## config.mk

```make
export PLATFORM = sky130hd
export DESIGN_NAME = alu_issue_ctrl
export DESIGN_NICKNAME = d
export VERILOG_FILES = /design/src/rtl/alu_issue_ctrl.sv
export SDC_FILE = /design/constraint.sdc
export NUM_CORES = 1
export LEC_CHECK = 0
export ABC_AREA = 1
export CAP_MARGIN = 10
export CORE_MARGIN = 2
export CORE_UTILIZATION = 25
export CTS_BUF_LIST = sky130_fd_sc_hd__clkbuf_16
export DETAILED_ROUTE_END_ITERATION = 10
export DONT_BUFFER_PORTS = 1
export SLEW_MARGIN = 20
export SYNTH_ARGS = -nofsm -noshare
export SYNTH_HDL_FRONTEND = slang
export SYNTH_SLANG_ARGS = --single-unit
```

## constraint.sdc

```tcl
create_clock -name in_Clock -period 2.65 [get_ports in_Clock]
set_input_delay 0.3975 -clock in_Clock [delete_from_list [all_inputs] [get_ports in_Clock]]
set_output_delay 0.3975 -clock in_Clock [all_outputs]
set_load 0.02 [all_outputs]
```

## src/rtl/alu_issue_ctrl.sv

```systemverilog
// alu_issue_ctrl: arbitrates two valid/ready requesters onto one ALU, registers the result and owns the CNZV flags
module alu_issue_ctrl #(
    parameter int          WORD_WIDTH  = 32,
    parameter logic [3:0]  FLAGS_RESET = 4'b0000
) (
    input  logic                  in_Clock,
    input  logic                  in_Reset_n,
    input  logic [1:0]            in_Req_valid,
    output logic [1:0]            out_Req_ready,
    input  logic [WORD_WIDTH-1:0] in_Rn0,
    input  logic [WORD_WIDTH-1:0] in_Rn1,
    input  logic [WORD_WIDTH-1:0] in_Op2_0,
    input  logic [WORD_WIDTH-1:0] in_Op2_1,
    input  logic [1:0]            in_Bc,
    input  logic [3:0]            in_Opcode0,
    input  logic [3:0]            in_Opcode1,
    input  logic [1:0]            in_Set_cond,
    output logic [1:0]            out_Resp_valid,
    input  logic [1:0]            in_Resp_ready,
    output logic [WORD_WIDTH-1:0] out_Result,
    output logic [3:0]            out_Resp_CNZV,
    input  logic                  in_Flag_we,
    input  logic [3:0]            in_Flag_wdata,
    output logic [3:0]            out_CNZV,
    output logic [WORD_WIDTH-1:0] alu_Rn,
    output logic [WORD_WIDTH-1:0] alu_Op2,
    output logic                  alu_Barrel_carry,
    output logic [3:0]            alu_Opcode,
    output logic [3:0]            alu_CNZV,
    output logic                  alu_Set_cond,
    input  logic [WORD_WIDTH-1:0] alu_Y,
    input  logic [3:0]            alu_CNZV_out
);
    typedef enum logic [1:0] {IDLE, EXEC, HOLD} state_t;
    state_t state, state_nxt;
    logic rr_ptr, gid, sel, set_cond_q;
    always_comb begin
        out_Req_ready = 2'b00;
        state_nxt = state;
        if (state == IDLE) begin
            out_Req_ready = &in_Req_valid ? (rr_ptr ? 2'b10 : 2'b01) : in_Req_valid;
            state_nxt = |in_Req_valid ? EXEC : IDLE;
        end else begin
            state_nxt = state == EXEC ? HOLD : (in_Resp_ready[gid] ? IDLE : HOLD);
        end
    end
    assign sel = out_Req_ready[1];
    assign alu_CNZV = out_CNZV;
    assign alu_Set_cond = set_cond_q;
    always_ff @(posedge in_Clock or negedge in_Reset_n) begin
        if (!in_Reset_n) begin
            state            <= IDLE;
            rr_ptr           <= 1'b0;
            gid              <= 1'b0;
            set_cond_q       <= 1'b0;
            alu_Rn           <= '0;
            alu_Op2          <= '0;
            alu_Barrel_carry <= 1'b0;
            alu_Opcode       <= 4'd0;
            out_Resp_valid   <= 2'b00;
            out_Result       <= '0;
            out_Resp_CNZV    <= 4'd0;
            out_CNZV         <= FLAGS_RESET;
        end else begin
            state <= state_nxt;
            if (|out_Req_ready) begin
                gid              <= sel;
                set_cond_q       <= sel ? in_Set_cond[1] : in_Set_cond[0];
                alu_Rn           <= sel ? in_Rn1 : in_Rn0;
                alu_Op2          <= sel ? in_Op2_1 : in_Op2_0;
                alu_Barrel_carry <= sel ? in_Bc[1] : in_Bc[0];
                alu_Opcode       <= sel ? in_Opcode1 : in_Opcode0;
                if (&in_Req_valid)
                    rr_ptr <= ~sel;
            end
            if (state == EXEC) begin
                out_Result     <= alu_Y;
                out_Resp_CNZV  <= alu_CNZV_out;
                out_Resp_valid <= gid ? 2'b10 : 2'b01;
            end
            if (state == HOLD && in_Resp_ready[gid])
                out_Resp_valid <= 2'b00;
            // an external flag write overrides a same-cycle ALU flag update
            if (in_Flag_we)
                out_CNZV <= in_Flag_wdata;
            else if (state == EXEC && set_cond_q)
                out_CNZV <= alu_CNZV_out;
        end
    end
endmodule

```

==> reports/metrics.yaml <==
yosys:
  synth-seq-cells: 116
  ys_seq_area_share_pct: 49.1
  syn_nets: 1008
  synth_cell_types: 17
  synthCells: 821
  syn_area_per_cell_sq_um: 7.19
  ys_warn_count: 0
  synthesis.area_sq_um: 5910
route:
  viasPerCell: 4.54
  wire_per_inst_um: 15.8
  drc: 0
  drt-pass1-iter-count: 5
  drt_iter0_drc: 332
  vias: 5117
  routed_wl_um: 17700
  ant_nets: 0
timing:
  hold_slack_ns: -0.320
  maxSlewViolCount: 0
  min_period_ns: 2.22
  timing.final.crit_share_pct: 83.7
  tightest_slew_ns: 0.799
  relSlewSlack_pct: 46.7
  finalSetupViolations: 0
  setup_slack_ns: 0.432
  hold_viol_final: 116
  timing.fmax_mhz: 451
  setup_tns_ns: 0
  rsz0062_at_grt: "no"
  fin_skew_ns: 0.0120
clock_network:
  cts_tree: "built"
  clockRootBuffer: "clkbuf_16"
  numCtsBuffers: 17
  clk_latency_ns: 0.41
  cts_max_level: 4
  clock-sinks: 116
  clk_pin_slew_worst_paths_ns: 0.06
  cts_resized: 0
  ctsLongestPathBuffers: 2
worst_setup_path:
  cp.buffers_inverters: 1
  slowest_stage: "dfrtp_1"
  path_cells: "nor2_4 > nand3_4 > inv_1"
  path_delay_family: "simple AND/OR/NAND/NOR gates"
  crit_path_start_kind: "register"
  crit_arrival_ns: 1.82
  cp-end-kind: "output pin"
  worstSetupPathType: "reg2out"
  crit_path_max_fanout: 19
  cp.required_ns: 2.25
  max_stage_delay_ns: 0.42
status:
  violations: "hold timing"
  status: "finished, violations left"
floorplanning:
  dieHeight_um: 158
  dieArea_sq_um: 24900
  core_area_sq_um: 23300
  start_util_pct: 25.3
  io_pins: 305
  die_w_um: 158
  fp-row-count: 56
place:
  place.gp.congestion: 0.764
  dpl.hpwl_um: 11800
  post-place-ws_ns: 0.743
  placed_cells: 1093
  numPortBuffers: 0
global_route:
  antenna_found_initial: 0
  grtUsageTotal_pct: 13.8
  grt_pass1_wl_um: 26400
  grt_max_degree: 117
  grt_pass1_vias: 4903
  overflow: 0
cells_and_area:
  fin_util_pct: 28.9
  areaGrowthSynthToFinish_pct: 14.0
  instances_no_fill: 1126
  fillCellCount: 2532
  finalNetCount: 980
  drive_gt1_share_pct: 5.58
pwr:
  power_leakage_nw: 3.83
  vdd_drop_max_mv: 0.524
  power_density_nw_per_um2: 1380
  finalPower_w: 0.00931
worst_hold_path:
  min_path_type: "in2async"
run:
  drv_cap: 0
## through the flow
| stage | instance area (sq um) | hold slack [ns] |
|---|---|---|
| global route | 6730 | -0.354 |
| floorplan | 5910 | 0.102 |
| CTS | 6730 | -0.348 |
| detailed placement | 6150 | 0.104 |
| finish | 6730 | -0.320 |
| global placement | 6150 | 0.104 |
## routing by layer
metal  GRT usage (%)  wire [um]
met1            16.6       7480
met2            22.5       8340
met3            5.04       1640
met4            4.72        275
met5               0          0
## worst reg2reg max path, stage by stage (launching register included)
cell     delay, ns
dfrtp_1       0.42
nor2_4        0.38
o21ai_4       0.11
inv_2         0.41
buf_12        0.31
nand3_1       0.15
nand2_1       0.08
## power by group
group	switching (W)	internal [W]	total, W
sequential	0.00175	0.00264	0.00439
combinational	0.00181	0.000825	0.00263
clock	0.000898	0.00139	0.00229
total	0.00445	0.00486	0.00931
## path summary, 6_finish.rpt
kind                       cells after the start       startpoint                end  slack (ns)
setup / recovery                               3         state[1]   out_Req_ready[1]        0.43
setup reg to reg                               6         state[1]        alu_Op2[29]        0.73
hold / removal                                 0       in_Reset_n     out_Result[25]       -0.32
hold reg to reg                                2              gid  out_Resp_valid[1]        0.52
max in group asynchronous                      0       in_Reset_n         alu_Op2[3]        2.79
min in group in_Clock                          2  alu_CNZV_out[1]   out_Resp_CNZV[1]        0.10
## sequential cells by signal (all words and copies together), names as in the netlist
signal,cells
alu_Opcode,4
alu_CNZV,4
out_Resp_CNZV,4
rr_ptr,1
alu_Barrel_carry,1
state,2
alu_Op2,32
alu_Rn,32
out_Result,32
out_Resp_valid,2
alu_Set_cond,1
gid,1
## area by class of cell
type | instances | area, sq um | share of cell area, %
well taps | 319 | 399 | 5.93
inverters | 151 | 567 | 8.42
flip-flops and latches | 116 | 2900 | 43.1
clock inverters | 15 | 155 | 2.30
diodes | 1 | 2.50 | 0.0372
clock buffers | 17 | 425 | 6.32
repair buffers | 8 | 85.1 | 1.26
multi-input cells | 499 | 2190 | 32.6
## timing repair
action / CTS / global route
hold endpoints to repair: 116 / 116
endpoints found under the setup margin: 0 / 0
buffers inserted: 0 / 0
## placed cells by master, fill, tap and decap left out, types with 4 or more instances in the layout
cell type,netlist,routed
inv_1,149,149
clkbuf_16,0,17
nand4_1,70,70
nand3_1,76,76
dfrtp_1,116,116
nand2_1,337,337
inv_6,0,4
o21ai_0,8,8
buf_4,5,6
clkinvlp_4,0,4
## kinds of logic after synthesis
group / synth area share (%)
and+or+nand+nor: 35.9
DFF: 49.1
AOI/OAI and AO/OA: 0.996
buffers and inverters: 14.0
## Yosys cell counts, drive strengths merged
cell,n,area (sq um)
a21oi,2,10.0
nor2,3,13.8
buf,37,190
nand2,338,1270
nand4,70,438
clkbuf,18,67.6
inv,151,567
nand3,77,398
dfrtp,116,2900
o21ai,9,48.8
No activity file was read; power rests on OpenSTA's default activity.
